[src/rtl/costas_pkg.sv]
// Shared Costas-loop definitions: state encoding, default loop-filter shifts and error width.
package costas_pkg;

    localparam int unsigned COSTAS_ERR_W = 58;

    typedef enum logic [1:0] {
        ST_ACQ    = 2'd0,
        ST_VERIFY = 2'd1,
        ST_TRACK  = 2'd2
    } costas_state_e;

    localparam logic [5:0] C1_SH_ACQ_DEF = 6'd35;
    localparam logic [5:0] C2_SH_ACQ_DEF = 6'd38;
    localparam logic [5:0] C1_SH_TRK_DEF = 6'd38;
    localparam logic [5:0] C2_SH_TRK_DEF = 6'd41;

    function automatic int unsigned max_u(input int unsigned a, input int unsigned b);
        return (a > b) ? a : b;
    endfunction

endpackage

[src/rtl/costas_err_mag.sv]
// Saturating |err| and "small error" compare against a lock threshold; purely combinational.
module costas_err_mag
    import costas_pkg::*;
#(
    parameter int unsigned         ERR_W    = COSTAS_ERR_W,
    parameter logic [ERR_W-2:0]    LOCK_THR = {{(ERR_W-2){1'b0}}, 1'b1} << 50
) (
    input  logic [ERR_W-1:0] err_i,
    output logic [ERR_W-2:0] mag_o,
    output logic             small_o
);

    logic             neg_max;
    logic [ERR_W-2:0] neg_lo;

    // Negating only the low bits yields the correct magnitude for every negative input
    // except the most negative one, which is caught separately and saturated.
    assign neg_max = err_i[ERR_W-1] && (err_i[ERR_W-2:0] == '0);
    assign neg_lo  = '0 - err_i[ERR_W-2:0];

    always_comb begin
        mag_o = err_i[ERR_W-2:0];
        if (neg_max) begin
            mag_o = '1;
        end else if (err_i[ERR_W-1]) begin
            mag_o = neg_lo;
        end
        small_o = (mag_o < LOCK_THR);
    end

endmodule

[src/rtl/costas_gain_scheduler.sv]
// Costas loop gain controller: ACQ/VERIFY/TRACK lock FSM driving loop-filter shifts and lock flag.
module costas_gain_scheduler
    import costas_pkg::*;
#(
    parameter int unsigned      ERR_W     = COSTAS_ERR_W,
    parameter int unsigned      ACQ_MIN   = 2000,
    parameter logic [ERR_W-2:0] LOCK_THR  = {{(ERR_W-2){1'b0}}, 1'b1} << 50,
    parameter int unsigned      LOCK_CNT  = 256,
    parameter int unsigned      LOST_CNT  = 64,
    parameter logic [5:0]       C1_SH_ACQ = C1_SH_ACQ_DEF,
    parameter logic [5:0]       C2_SH_ACQ = C2_SH_ACQ_DEF,
    parameter logic [5:0]       C1_SH_TRK = C1_SH_TRK_DEF,
    parameter logic [5:0]       C2_SH_TRK = C2_SH_TRK_DEF
) (
    input  logic             clk,
    input  logic             rst_n,
    input  logic             en,
    input  logic             force_acq,
    input  logic [ERR_W-1:0] pd_err,
    output logic [5:0]       c1_sh,
    output logic [5:0]       c2_sh,
    output logic             locked,
    output logic [1:0]       state,
    output logic             gain_chg
);

    localparam logic [15:0] ACQ_MIN_C  = 16'(ACQ_MIN);
    localparam logic [15:0] LOCK_CNT_C = 16'(LOCK_CNT);
    localparam logic [15:0] LOST_CNT_C = 16'(LOST_CNT);
    localparam logic [15:0] RUN_MAX_C  = 16'(max_u(LOCK_CNT, LOST_CNT));

    costas_state_e    state_q, state_d;
    logic [15:0]      dwell_q, dwell_d, dwell_inc;
    logic [15:0]      run_q, run_d, run_inc;
    logic [5:0]       c1_q, c1_d, c2_q, c2_d;
    logic             locked_q, locked_d;
    logic             gchg_q, gchg_d;
    logic [ERR_W-2:0] err_mag;
    logic             err_small;

    costas_err_mag #(
        .ERR_W    (ERR_W),
        .LOCK_THR (LOCK_THR)
    ) u_err_mag (
        .err_i   (pd_err),
        .mag_o   (err_mag),
        .small_o (err_small)
    );

    always_comb begin
        state_d   = state_q;
        dwell_d   = dwell_q;
        run_d     = run_q;
        dwell_inc = (dwell_q < ACQ_MIN_C) ? dwell_q + 16'd1 : dwell_q;
        run_inc   = (run_q < RUN_MAX_C) ? run_q + 16'd1 : run_q;

        if (force_acq) begin
            state_d = ST_ACQ;
            dwell_d = '0;
            run_d   = '0;
        end else if (en) begin
            unique case (state_q)
                ST_ACQ: begin
                    dwell_d = dwell_inc;
                    if (dwell_inc >= ACQ_MIN_C) begin
                        state_d = ST_VERIFY;
                        run_d   = '0;
                    end
                end
                ST_VERIFY: begin
                    if (!err_small) begin
                        run_d = '0;
                    end else if (run_inc >= LOCK_CNT_C) begin
                        state_d = ST_TRACK;
                        run_d   = '0;
                    end else begin
                        run_d = run_inc;
                    end
                end
                ST_TRACK: begin
                    if (err_small) begin
                        run_d = '0;
                    end else if (run_inc >= LOST_CNT_C) begin
                        state_d = ST_ACQ;
                        dwell_d = '0;
                        run_d   = '0;
                    end else begin
                        run_d = run_inc;
                    end
                end
                default: state_d = ST_ACQ;
            endcase
        end

        // Outputs are derived from the next state so they update on the qualifying edge.
        locked_d = (state_d == ST_TRACK);
        c1_d     = locked_d ? C1_SH_TRK : C1_SH_ACQ;
        c2_d     = locked_d ? C2_SH_TRK : C2_SH_ACQ;
        gchg_d   = (c1_d != c1_q) || (c2_d != c2_q);
    end

    always_ff @(posedge clk or negedge rst_n) begin
        if (!rst_n) begin
            state_q  <= ST_ACQ;
            dwell_q  <= '0;
            run_q    <= '0;
            c1_q     <= C1_SH_ACQ;
            c2_q     <= C2_SH_ACQ;
            locked_q <= 1'b0;
            gchg_q   <= 1'b0;
        end else begin
            state_q  <= state_d;
            dwell_q  <= dwell_d;
            run_q    <= run_d;
            c1_q     <= c1_d;
            c2_q     <= c2_d;
            locked_q <= locked_d;
            gchg_q   <= gchg_d;
        end
    end

    assign state    = state_q;
    assign c1_sh    = c1_q;
    assign c2_sh    = c2_q;
    assign locked   = locked_q;
    assign gain_chg = gchg_q;

endmodule
[config.mk]
export PLATFORM = sky130hd
export DESIGN_NAME = costas_gain_scheduler
export DESIGN_NICKNAME = d
export VERILOG_FILES = /design/src/rtl/costas_pkg.sv /design/src/rtl/costas_err_mag.sv /design/src/rtl/costas_gain_scheduler.sv
export SDC_FILE = /design/constraint.sdc
export NUM_CORES = 1
export LEC_CHECK = 0
export CORE_MARGIN = 2
export CORE_UTILIZATION = 39
export CTS_CLUSTER_DIAMETER = 150
export CTS_CLUSTER_SIZE = 24
export DETAILED_ROUTE_END_ITERATION = 10
export GPL_TIMING_DRIVEN = 0
export PLACE_DENSITY = 0.69
export SLEW_MARGIN = 30
export SYNTH_ARGS = -nofsm -noshare
export SYNTH_HDL_FRONTEND = slang
export SYNTH_SLANG_ARGS = --single-unit
[constraint.sdc]
create_clock -name clk -period 3.8 [get_ports clk]
set_clock_uncertainty 0.05 [all_clocks]
set_input_delay 0.95 -clock clk [delete_from_list [all_inputs] [get_ports clk]]
set_output_delay 0.95 -clock clk [all_outputs]
set_load 0.02 [all_outputs]
# [Word level (Yosys, flattened, before mapping)]
# Cells that the tools add are included.
[classes] n_addsub=3 magnitude_cmp=6 n_eq_ne=8 muxes=27 reduce_logical=9
[ops] cell="$mux W16" n=13
[ops] cell="$mux W57" n=2
[ops] cell="$logic_not A57 Y1" n=1
[ops] cell="$lt A57 B51 Y1 const B" n=1
[ops] cell="$sub A1 B57 Y57 const A" n=1
[ops] cell="$pmux W16 S3" n=1
[ops] cell="$add A16 B1 Y16 const B" n=2
[ops] cell="$pmux W16 S2" n=1
[ops] cell="$ge A16 B11 Y1 const B" n=1
[ops] cell="$ge A16 B7 Y1 const B" n=1
[ops] cell="$ge A16 B9 Y1 const B" n=1
[ops] cell="$lt A16 B11 Y1 const B" n=1
[ops] cell="$lt A16 B9 Y1 const B" n=1
[ops] cell="$mux W2" n=7
[ops] cell="$ne A6 B6 Y1" n=2
[ops] cell="$ne A3 B3 Y1 const B" n=3
[ops] cell="$pmux W2 S3" n=1
[ops] cell="$eq A2 B2 Y1 const B" n=2
[ops] cell="$mux W4" n=1
[ops] cell="$reduce_and A4 Y1" n=1
[ops] cell="$reduce_bool A4 Y1" n=1
[ops] cell="$mux W3" n=1
[ops] cell="$reduce_and A3 Y1" n=1
[ops] cell="$reduce_bool A3 Y1" n=1
[ops] cell="5 further kinds" n=5
[word_totals] input_bits=62 out_inout_bits=16 regBits=48

# [Logic depth before layout (Yosys ltp)]
# Gate-level depths: netlist of run 1.
[logic_depth] depth_word=12 depth_mapped=10 depth_no_buf=10

# [By module]
# Synthesis of run 1 repeated with hierarchy kept, for this count alone.
[unflattened] cells_unflattened=568 hier_area_um2=4041.4
[by_module_without_submodules] mod="costas_gain_scheduler" cells_each=251 seq_area_each_um2=927.1 instances=1 area_each_um2=2290.9
[by_module_without_submodules] mod="costas_err_mag" cells_each=317 seq_area_each_um2=0.0 instances=1 area_each_um2=1750.4

# [Worst setup path after synthesis of run 1]
# Ideal clock, no wire load.
[synth_path] path_type="input port to flip-flop" start="input pd_err[46]" end="register run_q[6]" t_arrival_ns=3.319 path_buffers=0 slack_ns=0.336 stages=8 cell_sequence="nor4_1 nand4_1 or4_4 o21ai_2 mux2i_1 nand2_1 or4_1 o31ai_1"
[synth_between] elab_chain_cells=8 word_cells_on_any_way=11 cone_classes="add/sub: 1; order compare: 1; mux: 7; reduce/logical: 2"
[synth_lines] element="from (decl)" line="costas_gain_scheduler.sv:19" rtl="input logic [ERR_W-1:0] pd_err,"
[synth_lines] element="$sub A1 B57 Y57 / $logic_not A57 Y1 (equally long branches)" line="costas_err_mag.sv:19, costas_err_mag.sv:18"
[synth_lines] element="$mux W57 / $logic_and A1 B1 Y1 (equally long branches)" line="costas_err_mag.sv:25, costas_err_mag.sv:18"
[synth_lines] element="$mux W57 (*)" line="costas_err_mag.sv:23" rtl="if (neg_max) begin"
[synth_lines] element="$lt A57 B51 Y1 (*)" line="costas_err_mag.sv:28" rtl="small_o = (mag_o < LOCK_THR);"
[synth_lines] element="$mux W16 (on tied branches)" line="costas_gain_scheduler.sv:81, costas_gain_scheduler.sv:71"
[synth_lines] element="$pmux W16 S3 (*)" line="costas_gain_scheduler.sv:62" rtl="unique case (state_q)"
[synth_lines] element="$mux W16 (*)" line="costas_gain_scheduler.sv:61" rtl="end else if (en) begin"
[synth_lines] element="$mux W16 (*)" line="costas_gain_scheduler.sv:57" rtl="if (force_acq) begin"
[synth_lines] element="to (signal assigned)" line="costas_gain_scheduler.sv:114" rtl="run_q <= run_d;"
[synth_lines] element="to (decl)" line="costas_gain_scheduler.sv:34" rtl="logic [15:0] run_q, run_d, run_inc;"
# Mark *: on every way between the ends. The rest lies on a longest branch, timed or not. The select of a mux whose other input is x is not followed.
# A chain may end at the register's enable or synchronous reset.

# [Final worst setup path of run 1]
[layout_path] start="input pd_err[6]" end="register gchg_q, in the netlist gain_chg"
[layout_between] elab_chain_cells=12 word_cells_on_any_way=17 cone_classes="add/sub: 1; order compare: 1; eq/ne: 3; mux: 9; reduce/logical: 3"
[layout_lines] element="$sub A1 B57 Y57 / $logic_not A57 Y1 (equally long branches)" line="costas_err_mag.sv:19, costas_err_mag.sv:18"
[layout_lines] element="$mux W57 / $logic_and A1 B1 Y1 (equally long branches)" line="costas_err_mag.sv:25, costas_err_mag.sv:18"
[layout_lines] element="$mux W57 (*)" line="costas_err_mag.sv:23"
[layout_lines] element="$lt A57 B51 Y1 (*)" line="costas_err_mag.sv:28"
[layout_lines] element="$mux W2 (on tied branches)" line="costas_gain_scheduler.sv:81, costas_gain_scheduler.sv:71"
[layout_lines] element="$pmux W2 S3 (*)" line="costas_gain_scheduler.sv:62"
[layout_lines] element="$mux W2 (*)" line="costas_gain_scheduler.sv:61"
[layout_lines] element="$mux W2 (*)" line="costas_gain_scheduler.sv:57"
[layout_lines] element="net state_d[0]" line="costas_gain_scheduler.sv:32" rtl="costas_state_e state_q, state_d;"
[layout_lines] element="$eq A2 B2 Y1 (*)" line="costas_gain_scheduler.sv:96" rtl="locked_d = (state_d == ST_TRACK);"
[layout_lines] element="$mux W3 (*)" line="costas_gain_scheduler.sv:97" rtl="c1_d = locked_d ? C1_SH_TRK : C1_SH_ACQ;"
[layout_lines] element="net c1_d[2]" line="costas_gain_scheduler.sv:35" rtl="logic [5:0] c1_q, c1_d, c2_q, c2_d;"
[layout_lines] element="$ne A6 B6 Y1 (*)" line="costas_gain_scheduler.sv:99" rtl="gchg_d = (c1_d != c1_q) || (c2_d != c2_q);"
[layout_lines] element="$logic_or A1 B1 Y1 (*)" line="costas_gain_scheduler.sv:99"
[layout_lines] element="net gchg_d" line="costas_gain_scheduler.sv:37" rtl="logic gchg_q, gchg_d;"
[layout_lines] element="to (signal assigned)" line="costas_gain_scheduler.sv:118" rtl="gchg_q <= gchg_d;"
[layout_lines] element="to (decl)" line="costas_gain_scheduler.sv:37"
# Mark *: on every way through the listed nets, which the timed path passes. The rest lies on a longest branch.

==> metrics.csv, run 1 <==
stage,metric,value,unit
worst_hold_path,Worst Min Path Start,run_q[9],
floorplanning,chip height,84.4,um
global_route,vias in the first global route,2367,
global_route,largest net degree at the start of global routing,28,
power_and_ir_drop,worst-case vdd ir drop,0.226,mV
floorplanning,Die Area,0.00713,sq mm
final_layout,multi-input logic area,0.00162,sq mm
clocking,CTS root buf,clkbuf_8,
global_route,initial antenna violation count,0,
critical_path,Top delay family on crit path,simple AND/OR/NAND/NOR gates,
power_and_ir_drop,power density over the cells,241,mW/mm^2
timing,Hold Fails Final Rpt,0,
yosys,top-count cell post-synth,dfrtp_1,
job,max_cap viols,0,
clocking,cts bufs inserted,5,
timing,final setup fails,0,
critical_path,crit path launch type,input port,
drt,Total Wirelength,6670,um
yosys,ys flop type,dfrtp_1,
worst_hold_path,WHS Path Cells,1,
floorplanning,Core Rows,29,
critical_path,Reg-to-Reg End,run_q[6],
final_layout,Filler cells,539,
floorplanning,Top-Level Pins,78,
clocking,clk buf depth,2,
critical_path,worst-path maximum fanout,3,
yosys,Yosys cell types,59,
drt,Vias/cell,5.50,
critical_path,Worst Path Buf+Inv,1,
yosys,Mapped Cells,279,
global_route,gr ovfl total,0,
placement,RePlAce Congestion,0.887,
yosys,Async SR Flop Fraction,1.00,
final_layout,Finished Core Util,0.581,
critical_path,R2R Setup Slk,0.63,ns
drt,DR WL/cell,15.0,um
timing,Rel. slew slack,0.523,
floorplanning,Die X,84.4,um
clocking,Sink Count,37,
critical_path,crit-path cells,clkdlybuf4s50_1 > nor4_2 > nand4_1 > or4_4 > o21ai_4 > mux2_4 > o31ai_4 > a41oi_2 > a311oi_2 > mux2i_1,
power_and_ir_drop,Tot Pwr,886,uW
timing,Final Max Slew Viols,0,
critical_path,critical path depth,10,
clocking,CTS tree,built,
placement,dpl hpwl,4970,um
timing,Achievable Freq,0.269,GHz
yosys,Synth area leader,dfrtp_1,
critical_path,FF-to-FF path depth,8,
worst_hold_path,Worst Hold Class,flop to flop,
global_route,GR Util All Layers,0.184,
critical_path,Worst setup EP type,flop,
drt,DR iter-0 viols,163,
final_layout,Seq. cell area,927,sq um
placement,I/O Buffers,70,
final_layout,Total Nets Final,434,
yosys,synthesized cell area,0.00252,sq mm
critical_path,largest stage delay on the critical path,0.55,ns
final_layout,Antenna Cells,0,
drt,remaining antenna violation count after routing,0,
drt,routed via count,2441,
worst_hold_path,Hold Path End,run_q[9],
global_route,first-pass GRT wire length,10900,um
critical_path,kind of critical path,input port to flop,
yosys,post-synthesis sequential area ratio,0.367,
yosys,"top cells by count, synth","36 x dfrtp_1, 20 x nand2_1, 20 x o21ai_0",
drt,Detailed Routing Iterations Pass 1,4,
clocking,H-tree depth,2,
status,status,"finished, final reports clean",
drt,DRC Markers,0,
clocking,cts hold-fix bufs,0,
critical_path,crit path DAT,3.87,ns
yosys,syn avg cell area,9.05,sq um
yosys,synthesized flop and latch total,37,
power_and_ir_drop,Leakage,0.00147,uW
timing,fin crit period,3.71,ns
yosys,"EDFF count, synth",0,
yosys,post-synth top area share,0.357,
final_layout,Syn-to-layout area delta,45.5,%
yosys,Ys Warns,0,
critical_path,worst reg2reg path startpoint,dwell_q[13],
critical_path,Critical Path RT,3.96,ns
final_layout,share of cells above drive strength 1,0.185,
floorplanning,initial core utilization,0.400,
floorplanning,Core ar.,0.00631,sq mm
clocking,worst skew pair latency,0.29,ns
timing,Tcrit/Tclk final,0.977,
timing,Worst Tran Pin Value,0.712,ns
critical_path,Slowest cell on crit path,or4_4,
yosys,largest cells by area after synthesis,"dfrtp_1 36%, and2_1 4.7%, nor4_1 4.0%, o21ai_0 4.0%, nand4_1 3.5%",
clocking,"Clk pin slew, worst setup/hold paths",0.08,ns
-- placed cells by master (no fill, tap or decap), types with 3 or more instances in the layout --
cell	count
inv_1	9
a21boi_1	4
a21oi_2	3
or3_1	5
or4_4	3
clkbuf_8	5
mux2i_1	3
nand2b_1	4
nor2_1	12
and2_1	19
dfrtp_1	36
ha_1	6
o31ai_1	5
conb_1	6
dlymetal6s2s_1	6
o22ai_1	4
o21ai_0	20
nand3_1	6
and3_1	7
nor4_2	8
clkdlybuf4s50_1	63
nand4_1	14
nand2_1	20
buf_4	16
nor4_1	7
xnor2_1	3
clkbuf_1	4
a21oi_1	10
-- state kept, by name, summed over array words and instances, names as in the netlist --
signal / flops
gain_chg: 1
state: 2
run_q: 16
dwell_q: 16
c2_sh: 2
-- power breakdown --
group | switching [uW] | internal, uW
Clock | 152 | 196
Combinational | 58.5 | 79.2
Sequential | 3.19 | 396
Total | 214 | 672
-- cell type report --
cell class / instances / area share
inverter: 9 / 0.00920
multi-input combinational: 220 / 0.441
clock inverter: 3 / 0.0126
tap: 77 / 0.0262
clock buffer: 5 / 0.0187
buffer: 17 / 0.0300
sequential: 37 / 0.253
timing repair buffer: 76 / 0.209
-- worst max-delay path by stage --
stage / from / to
3_5_place_dp: pd_err[4] / dwell_q[3]
3_3_place_gp: pd_err[31] / dwell_q[3]
4_1_cts: pd_err[4] / run_q[6]
2_1_floorplan: pd_err[46] / run_q[6]
6_report: pd_err[6] / gain_chg
5_1_grt: pd_err[6] / run_q[4]
-- metrics by stage --
| step | instances | TNS, ns | worst slack [ns] | instance area (sq um) | hold slack, ns |
|---|---|---|---|---|---|
| final | 444 | 0 | 0.0886 | 3670 | 0.443 |
| after global routing | 444 | -0.0690 | -0.0263 | 3670 | 0.466 |
| after CTS | 441 | -0.0427 | -0.0233 | 3520 | 0.446 |
| after detailed placement | 431 | -9.86 | -0.510 | 3350 | 0.423 |
| after global placement | 430 | -8.47 | -0.442 | 3340 | 0.420 |
| after floorplan | 283 | 0 | 0.336 | 2540 | 0.404 |
-- layer usage --
layer	vias up	part of all wire	wire length [um]	GRT usage
met5	-	0	0	0
met4	0	0.015	102	0.0491
met3	12	0.032	214	0.0374
met2	59	0.52	3440	0.315
met1	1157	0.44	2910	0.238
li1	1213	-	-	-
-- kinds of logic (layout without fill, tap and decap cells) --
logic type               count (synthesis)  in the layout  synth area share
multiplexers                             7              7            0.0307
other                                    2              6           0.00298
buffers and inverters                   26            110            0.0555
adder cells (fa/ha/maj)                  6              6            0.0297
flip-flops                              37             37             0.367
XOR/XNOR                                 3              3            0.0104
AO/OA/AOI/OAI                           73             73             0.206
AND/OR/NAND/NOR                        125            125             0.297
-- repair_timing --
| action | 4_1_cts | 5_1_grt |
|---|---|---|
| pin swaps | 4 | 17 |
| resized for setup | 7 | 28 |
| buffers inserted | 2 | 3 |
| endpoints found under the setup margin | 19 | 27 |
No activity file was read; power rests on OpenSTA's default activity.
==> run 2: changes to the inputs <==
- ABC_AREA: unset -> 1
- PLACE_DENSITY: 0.69 -> 0.65
==> metrics.csv, run 2 <==
stage,metric,value,unit,change
timing,TNS Setup,0,ns,unchanged
timing,final setup fails,0,,unchanged
floorplanning,initial core utilization,0.401,,+0.00141
clocking,"Setup Fix Bufs, Post-CTS",0,,-2
global_route,initial antenna violation count,0,,unchanged
timing,Rel. slew slack,0.624,,+0.102
critical_path,crit path DAT,3.36,ns,-0.51 ns
yosys,Ys Warns,0,,unchanged
floorplanning,Top-Level Pins,78,,unchanged
placement,RePlAce Congestion,0.848,,-4.4%
global_route,vias in the first global route,3259,,+38%
power_and_ir_drop,worst-case vdd ir drop,0.163,mV,-28%
clocking,worst skew pair latency,0.29,ns,about the same
worst_hold_path,Worst Hold Class,flop to flop,,
clocking,"Clk pin slew, worst setup/hold paths",0.09,ns,about the same
clocking,Sink Count,37,,unchanged
power_and_ir_drop,power density over the cells,221,mW/mm^2,-8.6%
yosys,synthesized cell area,0.00328,sq mm,+30%
critical_path,critical path depth,21,,+11
yosys,post-synthesis sequential area ratio,0.283,,-0.0847
timing,Tcrit/Tclk final,0.849,,-0.128
clocking,cts hold-fix bufs,0,,unchanged
final_layout,"commonest cells after routing, fill and taps aside","160 x nand2_1, 135 x nor2_1, 69 x clkdlybuf4s50_1, 62 x inv_1, 36 x dfrtp_1",,
yosys,Mapped Cells,546,,+96%
placement,I/O Buffers,70,,unchanged
critical_path,FF-to-FF path depth,10,,+2
yosys,Yosys cell types,38,,-36%
clocking,cts bufs inserted,5,,unchanged
yosys,ys flop type,dfrtp_1,,
critical_path,largest stage delay on the critical path,0.42,ns,-0.13 ns
drt,Total Wirelength,8200,um,+23%
yosys,top-count cell post-synth,nand2_1,,
timing,RSZ-0062 raised after global routing,no,,
critical_path,Slowest cell on crit path,clkdlybuf4s50_1,,
drt,DRC Markers,0,,unchanged
critical_path,most frequent CP cell,nand2_1,,
final_layout,Total Nets Final,696,,+60%
critical_path,Top delay family on crit path,simple AND/OR/NAND/NOR gates,,
global_route,gr ovfl total,0,,unchanged
floorplanning,chip height,95.7,um,+13%
critical_path,Worst setup EP type,flop,,
yosys,largest cells by area after synthesis,"dfrtp_1 27%, nand2_1 18%, nor2_1 15%, inv_1 7.1%, nand3_1 5.0%",,
timing,Hold Fails Final Rpt,0,,unchanged
timing,Final Max Slew Viols,0,,unchanged
drt,Vias/cell,4.68,,-15%
global_route,largest net degree at the start of global routing,27,,-3.6%
critical_path,R2R Setup Slk,1.28,ns,+0.65 ns
yosys,synthesized flop and latch total,37,,unchanged
clocking,CTS tree,built,,
final_layout,"most common cell after layout, fill and taps aside",nand2_1,,
final_layout,Syn-to-layout area delta,29.7,%,
critical_path,worst reg2reg path startpoint,state[0],,
global_route,first-pass GRT wire length,14200,um,+30%
drt,DR iter-0 viols,191,,+17%
floorplanning,Core ar.,0.00818,sq mm,+29%
yosys,Async SR Flop Fraction,1.00,,unchanged
critical_path,crit-path cells,clkdlybuf4s50_1 > nor2_1 > nand2_1 > nor2_1 > nand2_1 > nor2_2 > nand2_1 > nand2_1 > nand2_1 > nand2_1 > inv_1 > nand2_2 > nor2_2 > nand2_2 > nand2_2 > nand2_2 > nand2_2 > a21oi_4 > inv_2 > nor2_4 > nor2_1,,
yosys,"top cells by count, synth","160 x nand2_1, 135 x nor2_1, 62 x inv_1",,
critical_path,Worst Setup EP,dwell_q[12],,
critical_path,Reg-to-Reg End,run_q[5],,
critical_path,crit path launch type,input port,,
final_layout,share of cells above drive strength 1,0.0906,,-0.0947
yosys,Synth area leader,dfrtp_1,,
status,status,"finished, final reports clean",,
drt,remaining antenna violation count after routing,0,,unchanged
floorplanning,Core Rows,33,,+14%
timing,worst hold slack,0.454,ns,+0.0110 ns
critical_path,Critical Path RT,3.93,ns,-0.03 ns
timing,Worst Tran Pin Value,0.561,ns,-0.151 ns
drt,DR WL/cell,11.2,um,-26%
final_layout,biggest regs,"dwell_q x16, run_q x16",,
floorplanning,Die X,95.7,um,+13%
floorplanning,Die Area,0.00916,sq mm,+28%
critical_path,kind of critical path,input port to flop,,
clocking,clk buf depth,2,,unchanged
placement,dpl hpwl,6750,um,+36%
critical_path,worst-path maximum fanout,10,,+7
clocking,CTS root buf,clkbuf_8,,
yosys,syn avg cell area,6.01,sq um,-34%
timing,fin crit period,3.23,ns,-0.485 ns
clocking,post_cts resized,0,,-7
power_and_ir_drop,Leakage,0.00188,uW,+28%
drt,Detailed Routing Iterations Pass 1,5,,+1
final_layout,Antenna Cells,0,,unchanged
job,max_cap viols,0,,unchanged
yosys,post-synth top area share,0.275,,-0.0823
global_route,GR Util All Layers,0.191,,+0.00684
critical_path,Worst Setup SP,pd_err[47],,
critical_path,Worst Path Buf+Inv,3,,+2
clocking,H-tree depth,2,,unchanged
final_layout,Filler cells,831,,+54%
drt,routed via count,3435,,+41%
yosys,"EDFF count, synth",0,,unchanged
timing,Achievable Freq,0.310,GHz,+15%
run 2: changes by cell type after synthesis, sizes merged, moves of 7 or more:
cell,previous run,this run
nor3,0,9
nand3,8,34
nor4,16,2
o31ai,8,1
nor2,12,149
nand2,20,167
o21ai,24,15
and2,19,0
inv,9,65
xor2,0,13
run 2: where the power goes:
group | internal, uW | switching, uW
clock | 197 | 149
sequential | 398 | 5.47
combinational | 92.9 | 96.3
total | 687 | 251
run 2: worst min-delay path by stage:
| stage | from | endpoint | slack, ns | cells past startpoint |
|---|---|---|---|---|
| finish | run_q[14] | run_q[14] | 0.45 | 2 |
| global route | rst_n | run_q[14] | 0.48 | 1 |
| CTS | run_q[14] | run_q[14] | 0.46 | 2 |
| detailed placement | run_q[14] | run_q[14] | 0.44 | 2 |
| global placement | run_q[15] | run_q[15] | 0.43 | 2 |
| floorplan | run_q[12] | run_q[12] | 0.42 | 2 |
run 2: per-layer routing:
layer  up-vias  part of all wire  track usage
met2        53              0.46        0.317
met4         0            0.0028       0.0333
met3         2             0.044       0.0282
li1       1840                 -            -
met1      1540              0.50        0.267
met5         -                 0            0
run 2: logic make-up after synthesis:
family	after synthesis	share of synthesized area
adders and majority gates	6	0.0229
DFF	37	0.283
other	2	0.00229
AOI/OAI and AO/OA	35	0.0672
buffers and inverters	80	0.109
xor gates and xnor gates	14	0.0374
and+or+nand+nor	372	0.478
run 2: stage by stage:
step,setup slack [ns],total power [uW],area [sq um],utilization,instances
6_report,0.573,938,4250,0.520,734
5_1_grt,0.244,990,4250,0.520,734
4_1_cts,0.583,954,4250,0.520,734
3_5_place_dp,0.280,600,4140,0.507,726
3_3_place_gp,0.296,597,4130,0.505,725
2_1_floorplan,1.16,499,3290,-,550
run 2: worst reg2reg max path, delay by kind of cell, from the launching register on:
family / cells / cell delay, ns
AND/OR/NAND/NOR: 2 / 0.64
flip-flops: 1 / 0.41
adder cells (fa/ha/maj): 1 / 0.27
buffers and inverters: 4 / 0.66
AO/OA/AOI/OAI: 3 / 0.41
run 2: area by class of cell:
type,count,area (sq um),share of cell area
Multi-Input combinational cell,433,2010,0.472
Sequential cell,37,927,0.218
Timing Repair Buffer,71,716,0.168
Inverter,65,244,0.0574
Tap cell,105,131,0.0309
Buffer,15,114,0.0268
Clock buffer,5,68.8,0.0162
Clock inverter,3,43.8,0.0103
